$ cat config.mk
export PLATFORM = sky130hd
export DESIGN_NAME = regfile_dump
export DESIGN_NICKNAME = d
export VERILOG_FILES = /design/src/rtl/regfile_dump_pkg.sv /design/src/rtl/regfile_dump.sv
export SDC_FILE = /design/constraint.sdc
export NUM_CORES = 1
export LEC_CHECK = 0
export CAP_MARGIN = 10
export CORE_UTILIZATION = 50
export DETAILED_ROUTE_END_ITERATION = 8
export DONT_BUFFER_PORTS = 1
export SLEW_MARGIN = 20
export SYNTH_ARGS = -nofsm -noshare
export SYNTH_HDL_FRONTEND = slang
export SYNTH_SLANG_ARGS = --single-unit
$ cat constraint.sdc
create_clock -name I_clk -period 4.1 [get_ports I_clk]
set_input_delay 0.615 -clock I_clk [delete_from_list [all_inputs] [get_ports I_clk]]
set_output_delay 0.615 -clock I_clk [all_outputs]
set_load 0.05 [all_outputs]
$ cat src/rtl/regfile_dump_pkg.sv
// Shared definitions for the register-file dump master: FSM state encoding
// and the default geometry of the dumped register window.
package regfile_dump_pkg;

    typedef enum logic [1:0] {
        ST_IDLE = 2'd0,
        ST_REQ  = 2'd1,
        ST_OUT  = 2'd2,
        ST_DONE = 2'd3
    } state_e;

    // Highest architectural register index that can be dumped (x15).
    localparam int unsigned NUM_REGS       = 15;
    localparam int unsigned DEF_DATA_WIDTH = 32;
    localparam int unsigned DEF_ADDR_WIDTH = 4;

endpackage

$ cat src/rtl/regfile_dump.sv
// Register-file dump master. Walks FIRST_REG..LAST_REG through a shared read
// port (one register per granted slot), streams each captured value out on a
// valid/ready interface, and snoops the write port to flag dumps that are not
// a consistent snapshot.
module regfile_dump
    import regfile_dump_pkg::*;
#(
    parameter int unsigned FIRST_REG  = 1,
    parameter int unsigned LAST_REG   = NUM_REGS,
    parameter int unsigned DATA_WIDTH = DEF_DATA_WIDTH,
    parameter int unsigned ADDR_WIDTH = DEF_ADDR_WIDTH
) (
    input  logic                  I_clk,
    input  logic                  I_rst,
    input  logic                  I_start,
    input  logic                  I_abort,
    output logic [ADDR_WIDTH-1:0] O_rs,
    input  logic [DATA_WIDTH-1:0] I_rdata,
    input  logic                  I_grant,
    input  logic                  I_regwen,
    input  logic [ADDR_WIDTH-1:0] I_rd,
    output logic                  O_valid,
    input  logic                  I_ready,
    output logic [DATA_WIDTH-1:0] O_data,
    output logic [ADDR_WIDTH-1:0] O_idx,
    output logic                  O_last,
    output logic                  O_busy,
    output logic                  O_done,
    output logic                  O_stale
);

    localparam logic [ADDR_WIDTH-1:0] FIRST_IDX = ADDR_WIDTH'(FIRST_REG);
    localparam logic [ADDR_WIDTH-1:0] LAST_IDX  = ADDR_WIDTH'(LAST_REG);
    localparam logic [ADDR_WIDTH-1:0] IDX_ZERO  = {ADDR_WIDTH{1'b0}};
    localparam logic [ADDR_WIDTH-1:0] IDX_ONE   = ADDR_WIDTH'(1);

    state_e                state_r;
    state_e                state_nxt_s;
    logic [ADDR_WIDTH-1:0] idx_r;
    logic [ADDR_WIDTH-1:0] idx_nxt_s;
    logic                  start_acc_s;
    logic                  abort_s;
    logic                  capture_s;
    logic                  stale_hit_s;

    // Qualify requests: start only counts from IDLE without a simultaneous abort, abort only while busy.
    always_comb begin
        start_acc_s = 1'b0;
        abort_s     = 1'b0;
        if (state_r == ST_IDLE) begin
            start_acc_s = I_start & ~I_abort;
        end else begin
            abort_s = I_abort;
        end
    end

    // Next-state and index sequencing; abort overrides grant/ready in the same cycle.
    always_comb begin
        state_nxt_s = state_r;
        idx_nxt_s   = idx_r;
        capture_s   = 1'b0;
        if (abort_s) begin
            state_nxt_s = ST_IDLE;
        end else begin
            case (state_r)
                ST_IDLE: begin
                    if (start_acc_s) begin
                        state_nxt_s = ST_REQ;
                        idx_nxt_s   = FIRST_IDX;
                    end else begin
                        state_nxt_s = ST_IDLE;
                    end
                end
                ST_REQ: begin
                    if (I_grant) begin
                        capture_s   = 1'b1;
                        state_nxt_s = ST_OUT;
                    end else begin
                        state_nxt_s = ST_REQ;
                    end
                end
                ST_OUT: begin
                    if (I_ready) begin
                        if (idx_r == LAST_IDX) begin
                            state_nxt_s = ST_DONE;
                        end else begin
                            state_nxt_s = ST_REQ;
                            idx_nxt_s   = idx_r + IDX_ONE;
                        end
                    end else begin
                        state_nxt_s = ST_OUT;
                    end
                end
                ST_DONE: begin
                    state_nxt_s = ST_IDLE;
                end
                default: begin
                    state_nxt_s = ST_IDLE;
                end
            endcase
        end
    end

    // A write hits the snapshot if it targets a register already captured, or the one captured on this edge.
    always_comb begin
        stale_hit_s = 1'b0;
        if ((state_r != ST_IDLE) && I_regwen && (I_rd != IDX_ZERO)) begin
            if ((I_rd >= FIRST_IDX) && (I_rd < idx_r)) begin
                stale_hit_s = 1'b1;
            end else if ((I_rd == idx_r) &&
                         ((state_r == ST_OUT) || (state_r == ST_DONE) || capture_s)) begin
                stale_hit_s = 1'b1;
            end else begin
                stale_hit_s = 1'b0;
            end
        end else begin
            stale_hit_s = 1'b0;
        end
    end

    // State, walk index and the sticky stale flag (cleared only by an accepted start).
    always_ff @(posedge I_clk or negedge I_rst) begin
        if (!I_rst) begin
            state_r <= ST_IDLE;
            idx_r   <= FIRST_IDX;
            O_stale <= 1'b0;
        end else begin
            state_r <= state_nxt_s;
            idx_r   <= idx_nxt_s;
            if (start_acc_s) begin
                O_stale <= 1'b0;
            end else if (stale_hit_s) begin
                O_stale <= 1'b1;
            end else begin
                O_stale <= O_stale;
            end
        end
    end

    // Status and read-port outputs registered from the next state so they line up with the state register.
    always_ff @(posedge I_clk or negedge I_rst) begin
        if (!I_rst) begin
            O_valid <= 1'b0;
            O_last  <= 1'b0;
            O_busy  <= 1'b0;
            O_done  <= 1'b0;
            O_rs    <= IDX_ZERO;
        end else begin
            O_valid <= (state_nxt_s == ST_OUT);
            O_last  <= (state_nxt_s == ST_OUT) && (idx_nxt_s == LAST_IDX);
            O_busy  <= (state_nxt_s != ST_IDLE);
            O_done  <= (state_nxt_s == ST_DONE);
            O_rs    <= (state_nxt_s == ST_REQ) ? idx_nxt_s : IDX_ZERO;
        end
    end

    // Capture register: samples the read port on a granted slot, holds it while the beat is pending.
    always_ff @(posedge I_clk or negedge I_rst) begin
        if (!I_rst) begin
            O_data <= {DATA_WIDTH{1'b0}};
            O_idx  <= IDX_ZERO;
        end else if (capture_s) begin
            O_data <= I_rdata;
            O_idx  <= idx_r;
        end else begin
            O_data <= O_data;
            O_idx  <= O_idx;
        end
    end

endmodule
* Yosys cells after proc, flatten, opt, wreduce, memory -nomap -nowiden
Cells that the tools add are included.
W data, S select, Z words.
** Cells by class
- Reductions and logical operators :: 12
- Bitwise logic cells :: 2
- Magnitude comparators :: 2
- Divide/modulo/power cells :: 0
- Multiply operators :: 0
- Muxes and demuxes :: 22
- Shift-type cells :: 0
- Eq/ne operators :: 9
- Add/sub/neg operators :: 1
** Operators with widths (count)
- $mux W4 :: 5
- $mux W1 :: 11
- $eq A2 B2 Y1 const B :: 4
- $eq A4 B4 Y1 const B :: 2
- $mux W2 :: 4
- $pmux W2 S4 :: 1
- $pmux W4 S2 :: 1
- $reduce_bool A2 Y1 :: 3
- $logic_and A1 B1 Y1 :: 5
- $add A4 B1 Y4 const B :: 1
- $eq A2 B1 Y1 const B :: 2
- $eq A4 B4 Y1 :: 1
- $ge A4 B1 Y1 const B :: 1
- $lt A4 B4 Y1 :: 1
- $reduce_bool A4 Y1 :: 1
- $logic_not A2 Y1 :: 1
- $logic_or A1 B1 Y1 :: 2
- $and A1 B1 Y1 :: 1
- $not A1 Y1 :: 1
** Storage, ports and cells
- RAM bits :: 0
- ROM bits :: 0
- Flip-flop bits (word level) :: 51
- Bits in latches :: 0
- Output and inout bits :: 45
- Memories kept :: 0
- Logic and storage cells :: 58

* Longest topological paths before layout
Gate-level depths: netlist of the first run.
- Depth after elaboration :: 10
- Depth in mapped cells :: 6

* Least setup slack after synthesis of the first run
No wires, ideal clock.
- Path type :: input to register
- Start point :: in I_ready
- End point :: reg O_last
- Stages :: 5
- Arrival time :: 1.541 ns
- Setup slack :: 2.426 ns
- Path through :: clkbuf_1 mux2_2 o311ai_0 o211a_1 nor4_2
** On the way
- Cells in the longest elaborated chain, start to end :: 5
- Elaborated cells between the ends (all ways) :: 9
- Those cells by class :: eq/ne (2); mux (6); reduce/logical (1)
** Ends and longest elaborated chain
- start: declaration :: RTL line regfile_dump.sv:23 : input logic I_ready,
- $mux W4 or $mux W2 (tied branches) :: RTL line regfile_dump.sv:83 : if (I_ready) begin
- $pmux W4 S2 or $pmux W2 S4 (tied branches) :: RTL line regfile_dump.sv:65 : case (state_r)
- $mux W4 or $mux W2 (tied branches) :: RTL line regfile_dump.sv:62 : if (abort_s) begin
- $eq A4 B4 Y1 or $eq A2 B2 Y1 (tied branches) :: RTL line regfile_dump.sv:150 : O_last <= (state_nxt_s == ST_OUT) && (idx_nxt_s == LAST_IDX);
- $logic_and A1 B1 Y1 * :: RTL line regfile_dump.sv:150
- end signal: assignment :: RTL line regfile_dump.sv:150
- end: declaration :: RTL line regfile_dump.sv:26 : output logic O_last,
Every way passes the cells marked *; elsewhere a longest branch is shown, timed or not.
A chain may end at the register's enable or synchronous reset.

* Worst setup path after layout of the first run
- Start point :: reg state_r[1]
- End point :: reg O_last
** On the way
- Cells in the longest elaborated chain, start to end :: 7
- Elaborated cells between the ends (all ways) :: 15
- Those cells by class :: eq/ne (5); mux (8); reduce/logical (2)
** Ends and longest elaborated chain
- start: declaration :: RTL line regfile_dump.sv:37 : state_e state_r;
- start signal: assignment :: RTL line regfile_dump.sv:128 : state_r <= state_nxt_s;
- $logic_not A2 Y1 :: RTL line regfile_dump.sv:50, regfile_dump.sv:65
- $mux W1 :: RTL line regfile_dump.sv:50 : if (state_r == ST_IDLE) begin
- $mux W4 or $mux W1 (tied branches) :: RTL line regfile_dump.sv:67 : if (start_acc_s) begin
- $pmux W4 S2 or $pmux W2 S4 (tied branches) :: RTL line regfile_dump.sv:65
- $mux W4 or $mux W2 (tied branches) :: RTL line regfile_dump.sv:62
- $eq A4 B4 Y1 or $eq A2 B2 Y1 (tied branches) :: RTL line regfile_dump.sv:150
- $logic_and A1 B1 Y1 * :: RTL line regfile_dump.sv:150
Marked as above.

==> results of run 1 <==
registers in the layout, summed over array words and instances, names as in the netlist:
| name | flops |
|---|---|
| O_busy | 1 |
| idx_r | 4 |
| O_valid | 1 |
| O_last | 1 |
| O_data | 32 |
| state_r | 2 |
| O_stale | 1 |
| O_idx | 4 |
| O_rs | 4 |
| O_done | 1 |
metrics by stage:
| stage | cells | util |
|---|---|---|
| final | 215 | 0.566 |
| after global placement | 206 | 0.536 |
| after floorplan | 164 | - |
| after detailed placement | 206 | 0.536 |
| after CTS | 215 | 0.566 |
| after global routing | 215 | 0.566 |
Yosys cell counts (2+ instances only):
master	n	area share
dfrtp_1	50	0.57
mux2_2	37	0.19
inv_1	13	0.022
nor2_1	7	0.012
buf_6	5	0.025
ha_1	5	0.028
nand2_1	4	0.0068
a31oi_1	3	0.0085
nand3_1	3	0.0068
nand4_1	3	0.0085
a21oi_1	2	0.0045
and2_1	2	0.0057
clkbuf_1	2	0.0034
nor2b_1	2	0.0057
o21ai_0	2	0.0045
power breakdown:
group          internal (µW)  switching (µW)  total (µW)
clock                    138             157         296
combinational            105            62.7         168
sequential               615             496        1110
cell families (layout without fill, tap and decap cells):
family	Yosys count	count (layout)	share of synthesized area
flops	51	51	0.577
mux	37	37	0.188
simple gates	28	28	0.0752
compound gates	22	22	0.0775
buf+inv	21	22	0.0532
fa+ha+maj	5	5	0.0283
cells in the final DEF, fill, tap and decap left out, drive strengths merged, types with 2 or more instances in the layout:
cell type   n
dfrtp      50
mux2       37
inv        13
nor2        7
clkbuf      7
ha          5
nand2       4
a31oi       3
nand3       3
nand4       3
a21oi       3
o21ai       2
and2        2
nor2b       2
nor4        2
worst max-delay path, cell delays in order, from the launching register on:
cell and delay (ns):
dfrtp_1 0.47, and4bb_2 1.00, a21oi_2 0.06, a311o_1 0.32, nor4_2 0.14
final cells by class:
type,instances,area share
Tap cell,50,0.0269
Sequential cell,51,0.549
Inverter,13,0.0210
Clock buffer,7,0.0371
Clock inverter,1,0.00376
Multi-Input combinational cell,92,0.351
Timing Repair Buffer,1,0.0118
layer usage:
metal  wire length [µm]  global-route usage
met5                  0                   0
met4                 58              0.0781
met3                287              0.0641
met2               1990               0.292
met1               1550               0.200
path summary, 6_finish.rpt:
path                                   endpoint  cells past startpoint
max                            O_last$_DFF_PN0_                      4
min                          idx_r[0]$_DFF_PN1_                      0
max reg2reg                    O_last$_DFF_PN0_                      4
min reg2reg                O_idx[1]$_DFFE_PN0P_                      1
max in group asynchronous      O_done$_DFF_PN0_                      1
min in group I_clk          O_stale$_DFFE_PN0P_                      2
==> reports/qor.txt, run 1 <==
Status = finished, final reports clean
Port Buffers = 0
Hold buffer count at cts = 1
Remaining DRCs = 0
Worst-margin pin slew = 0.984 ns
Drt first pass iters = 4
Crit end category = register
Required @ worst endpoint = 4.31 ns
Worst vdd ir = 0.000326 V
Fmax = 477 MHz
Post-Syn Instances = 164
RR Startpoint = state_r[1]$_DFF_PN0_
Antenna diodes = 0
Critical path origin = state_r[1]$_DFF_PN0_
Pre-CTS setup slack = 1.90 ns
Post-synthesis cell type count = 39
Setup TNS = 0 ns
Num Clock Sinks = 51
Synth Area per Inst = 13.5 µm²
Startpoint types = register
Worst-path clk slew = 0.09 ns
Synth warnings = 0
Layout cells sized above 1 = 0.309
Maximum clock insertion buffer count = 2
Layout Cell Area excl Fill = 2330 µm²
Post-CTS sizing = 0
Largest net degree at the start of global routing = 51
Routed Antenna Nets = 0
DR iter-0 viols = 78
Sequential Area = 1280 µm²
Mapped Area = 2210 µm²
Post-synthesis sequential area ratio = 0.577
Clock Tree Root = clkbuf_8
Syn nets = 212
Initial antenna violation count = 0
RSZ-0062 raised after global routing = no
Vias = 1246
Multi-input gate area = 817 µm²
Worst-Skew Late Latency = 0.30 ns
Fill cells = 333
Hold Path Class = in2async
H-tree levels = 2
Design Power = 1570 µW
Avg WL per Cell = 18.1 µm
Crit path time final = 2.09 ns
EDFF count, synth = 0
Max Cap Violations = 0
Post-CTS setup buffers = 0
Fin nets = 212
Max-slew violations = 0
# setup viols final = 0
Critical Path Fanout Max = 39
Layout area overhead = 5.26%
Top FF cell, synth = dfrtp_1
Routed wire length = 3890 µm
Chip Width = 68.5 µm
DIE HEIGHT = 68.5 µm
DPL Wire Length = 2710 µm
Overall routing resource usage = 0.175
Critical Setup Path Class = reg2reg
Vias per cell = 5.80
Placed cell area = 2210 µm²
Vias in the first global route = 1244
Leakage Power = 0.00104 µW
Die area = 4690 µm²
Final Hold Viols = 0
First-pass GRT wire length = 5840 µm
PD cells = 676 nW/µm²
Arrival time worst endpoint = 2.30 ns
Worst setup margin = 2.01 ns
Slew HR = 0.344
Synthesized flop and latch total = 51
Final period util = 0.511
Worst R2R Setup Slack = 2.01 ns
I/O pins = 88
CTS tree = yes
Final hold slack = 0.153 ns
Row cnt = 23
Fraction of registers with async set/reset = 1.00
Core area = 4120 µm²
Total CTS buffers = 5
Routability congestion estimate = 0.874
Worst Skew = 0.00568 ns
Initial Util = 0.538
Total global routing overflow = 0
No activity file was read; power rests on OpenSTA's default activity.
==> inputs of run 2 (changes only) <==
Settings changed: PLACE_DENSITY set to 0.68.
Clock period 4.1 ns to 1.75 ns, I/O delays scaled along.
==> run 2 against run 1 <==
Against the previous run: setup slack worse by 1.9 ns; clock skew is 0.0025 ns higher; global-route usage is 0.30 points higher; utilization is 1.7 points higher; critical path type unchanged.
==> reports/qor.txt, run 2 (same netlist as run 1, synthesis figures left out) <==
H-tree levels = 2
Design Power = 3720 µW
Layout area overhead = 8.37%
Largest net degree at the start of global routing = 52
Total CTS buffers = 5
Crit end category = register
Fill cells = 340
DIE HEIGHT = 68.5 µm
Worst Skew = 0.00823 ns
Status = finished, final reports clean
Final Hold Viols = 0
Hold Path Class = in2reg
Slew HR = 0.671
Vias in the first global route = 1364
Capture point of the worst reg-to-reg path = O_last$_DFF_PN0_
Critical Path Fanout Max = 4
Chip Width = 68.5 µm
Routed wire length = 4040 µm
Clock Tree Root = clkbuf_8
Routability congestion estimate = 0.912
# setup viols final = 0
Worst hold start = I_rdata[8]
Required @ worst endpoint = 1.97 ns
I/O pins = 88
Routed Antenna Nets = 0
Avg WL per Cell = 18.4 µm
Fmax = 594 MHz
Row cnt = 23
DR iter-0 viols = 92
Sequential share of power = 0.699
Worst-path clk slew = 0.09 ns
RR Startpoint = idx_r[0]$_DFF_PN1_
DPL Wire Length = 2800 µm
Vias per cell = 5.94
Critical Setup Path Class = reg2reg
Antenna diodes = 0
Remaining DRCs = 0
FF-to-FF path depth = 5
PD cells = 1550 nW/µm²
Max reg flops = 32
Max Cap Violations = 0
Sw power = 1700 µW
Layout cells sized above 1 = 0.337
Worst R2R Setup Slack = 0.07 ns
Reg with most FFs = O_data
Final period util = 0.962
Die area = 4690 µm²
Overall routing resource usage = 0.178
Worst Hold Depth = 1
Worst-Skew Late Latency = 0.30 ns
Clock Power Share = 0.187
Maximum clock insertion buffer count = 2
Fin nets = 216
Worst-margin pin slew = 0.493 ns
Most frequent cells in the layout = dfrtp_1, mux2_2, inv_1
Commonest non-fill, non-tap cell in the layout = dfrtp_1
Post-CTS setup buffers = 0
Setup TNS = 0 ns
Total global routing overflow = 0
Worst vdd ir = 0.000823 V
Arrival time worst endpoint = 1.90 ns
Num Clock Sinks = 51
Hold Path End = O_data[8]$_DFFE_PN0P_
Sw frac = 0.457
Leakage Power = 0.00107 µW
Drt first pass iters = 5
Port Buffers = 0
Initial antenna violation count = 0
Vias = 1301
CTS tree = yes
Crit path time final = 1.68 ns
Cell-internal power = 2020 µW
Max-slew violations = 0
Combinational power share = 0.114
First-pass GRT wire length = 6000 µm
Critical path origin = idx_r[0]$_DFF_PN1_
Startpoint types = register
Initial Util = 0.538
Core area = 4120 µm²
run 2: metrics by stage:
| step | util | hold WS, ns | std cells | worst slack (ns) | instance area (µm²) |
|---|---|---|---|---|---|
| 2_1_floorplan | - | -0.0331 | 164 | 0.177 | 2210 |
| 3_3_place_gp | 0.548 | -0.0321 | 209 | 0.157 | 2250 |
| 3_5_place_dp | 0.548 | -0.0313 | 209 | 0.0993 | 2250 |
| 4_1_cts | 0.580 | 0.0913 | 219 | 0.0716 | 2390 |
| 5_1_grt | 0.583 | 0.0830 | 219 | -0.0286 | 2400 |
| 6_report | 0.583 | 0.103 | 219 | 0.0667 | 2400 |
run 2: worst max-delay path by stage:
stage                                  end  slack, ns  depth (start not counted)
after floorplan           O_last$_DFF_PN0_       0.18                          5
after global placement    O_last$_DFF_PN0_       0.16                          5
after detailed placement  O_last$_DFF_PN0_        0.1                          5
after CTS                 O_last$_DFF_PN0_       0.07                          5
after global routing      O_last$_DFF_PN0_      -0.03                          5
final                     O_last$_DFF_PN0_       0.07                          5
run 2: worst max-delay path, stage by stage (launching register included):
cell and delay (ns):
dfstp_2 0.54, ha_1 0.21, and2_1 0.20, a21oi_2 0.10
o221a_2 0.30, nor4_2 0.25
run 2: timing repair:
item                                    4_1_cts  5_1_grt
hold endpoints to repair                     51        0
hold buffers                                  2        0
endpoints found under the setup margin        0        2
gates resized for setup                       0        3
run 2: layout make-up:
cell class                 instances  area, µm²  area share
clock inverter                     2       13.8     0.00574
inverter                          13       48.8      0.0204
sequential                        51       1280       0.533
clock buffer                       6       82.6      0.0344
tap                               50       62.6      0.0261
multi-input combinational         92        827       0.345
timing repair buffer               5       85.1      0.0355
run 2: metal layers:
layer / vias to the layer above / track usage / wire length (µm)
li1: 594 / - / -
met1: 625 / 0.204 / 1630
met2: 74 / 0.283 / 2000
met3: 8 / 0.0740 / 318
met4: 0 / 0.0938 / 84
met5: - / 0 / 0
run 2: power groups by stage:
stage	Combinational (µW)	Clock [µW]	Sequential, µW
floorplan	351	0	2560
global placement	366	0	2630
detailed placement	394	0	2630
CTS	424	722	2610
global route	467	775	2650
finish	424	698	2600
==> inputs of run 3 (changes only) <==
Settings changed: CAP_MARGIN 10 to 15, CORE_MARGIN set to 10.
==> run 3 against run 2 <==
Against the previous run: combinational power fell by 1%; register-to-register slack better by 0.02 ns; utilization is 3.2 points lower; global-route usage shrank 5.4 points; non-clock buffer count is 1 higher; final area decreased by 0.73%; clock-buffer cell count up 1; cell count rose by 1.4%; clock skew shrank 0.0039 ns; fmax is 1.4% higher; highest routed layer unchanged; sequential share of layout area is 0.39 points higher; first-iteration DRC count is 5.4% higher.
==> reports/qor.txt, run 3 (same netlist as run 1, synthesis figures left out) <==
Met1 usage = 0.123
Max-slew violations = 0
PD cells = 1570 nW/µm²
Setup TNS = 0 ns
Crit end category = register
Critical Path Fanout Max = 6
Vias per cell = 5.82
Sw frac = 0.458
Maximum clock insertion buffer count = 2
Reg with most FFs = O_data
Arrival time worst endpoint = 1.84 ns
H-tree levels = 2
Antenna diodes = 0
DR iter-0 viols = 97
Status = finished, final reports clean
Commonest non-fill, non-tap cell in the layout = dfrtp_1
Required @ worst endpoint = 1.93 ns
Worst-Skew Late Latency = 0.29 ns
GRT busiest layer = met2
Max Cap Violations = 0
Routed Antenna Nets = 0
Clock Tree Root = clkbuf_8
Worst vdd ir = 0.000683 V
Final core occ = 0.550
Leakage Power = 0.00106 µW
RSZ-0062 raised after global routing = no
Fin nets = 217
Avg WL per Cell = 20.7 µm
Clock Power Share = 0.185
Layout cells sized above 1 = 0.335
Crit path time final = 1.66 ns
Worst-path clk slew = 0.09 ns
Critical Setup Path Class = reg2reg
DPL Wire Length = 3550 µm
I/O pins = 88
Sw power = 1700 µW
Sequential share of power = 0.703
Worst-margin pin slew = 0.496 ns
Vias = 1292
Total CTS buffers = 5
Chip Width = 86.5 µm
Initial antenna violation count = 0
Remaining DRCs = 0
Initial Util = 0.512
Fill cells = 369
Most frequent cells in the layout = dfrtp_1, mux2_2, inv_1
CTS tree = yes
Port Buffers = 0
Num Clock Sinks = 51
Routed wire length = 4600 µm
Worst R2R Setup Slack = 0.09 ns
Largest net degree at the start of global routing = 52
Routability congestion estimate = 0.876
Layout area overhead = 7.58%
Hold Path Class = in2reg
Total global routing overflow = 0
Fmax = 602 MHz
Vias in the first global route = 1443
Overall routing resource usage = 0.124
GR Layer Usage met2 = 0.208
Cell-internal power = 2020 µW
Drt first pass iters = 4
Max reg flops = 32
# setup viols final = 0
Final period util = 0.948
Slew HR = 0.669
Startpoint types = register
DIE HEIGHT = 86.5 µm
First-pass GRT wire length = 7380 µm
Worst Skew = 0.00430 ns
Combinational power share = 0.113
Met3 Use GR = 0.0826
Core area = 4320 µm²
Final Hold Viols = 0
Die area = 7480 µm²
Row cnt = 24
-- run 3: path summary, 6_finish.rpt --
path,end,cells past startpoint,from
setup reg to reg,O_last$_DFF_PN0_,5,idx_r[1]$_DFF_PN0_
setup / recovery,O_last$_DFF_PN0_,5,idx_r[1]$_DFF_PN0_
max in group asynchronous,idx_r[0]$_DFF_PN1_,2,I_rst
hold / removal,O_data[18]$_DFFE_PN0P_,1,I_rdata[18]
min in group asynchronous,O_last$_DFF_PN0_,2,I_rst
hold reg to reg,O_idx[1]$_DFFE_PN0P_,1,idx_r[1]$_DFF_PN0_
-- run 3: cell type report --
cell class,instances,area (µm²),share of cell area
sequential,51,1280,0.537
tap,52,65.1,0.0273
multi-input combinational,92,826,0.347
inverter,13,48.8,0.0205
clock inverter,1,8.76,0.00368
timing repair buffer,6,67.6,0.0284
clock buffer,7,86.3,0.0363
-- run 3: repair_timing --
action                                  in CTS  in global routing
buffers inserted                             0                  0
endpoints found under the hold margin       51                  0
gates resized for setup                      0                  2
endpoints found under the setup margin       0                  1
hold buffers                                 2                  0
-- run 3: stage by stage --
step | area (µm²) | cells | power, µW | worst slack, ns | hold slack (ns)
finish | 2380 | 222 | 3720 | 0.0902 | 0.110
global route | 2380 | 222 | 3910 | 0.000281 | 0.0875
CTS | 2370 | 222 | 3770 | 0.0426 | 0.0992
detailed placement | 2240 | 212 | 3050 | 0.0570 | -0.0309
floorplan | 2210 | 164 | 2910 | 0.177 | -0.0331
global placement | 2240 | 212 | 3020 | 0.189 | -0.0311
-- run 3: power by group through the flow --
stage	Clock (µW)	Combinational [µW]	Sequential, µW
detailed placement	0	392	2660
CTS	716	422	2630
global placement	0	365	2650
floorplan	0	351	2560
global route	771	474	2670
finish	688	419	2620
-- run 3: layer usage --
layer	share of wire	wire, µm	vias to the layer above
met2	0.51	2350	56
met4	0.0096	44	0
met3	0.13	610	5
met1	0.35	1590	640
li1	-	-	591
met5	0	0	-
-- run 3: worst max-delay path: stages, from the launching register on --
cell and delay [ns]:
dfrtp_1 0.44, ha_2 0.22, and2_1 0.17, o311ai_0 0.40, o211a_1 0.27, nor4_2 0.06
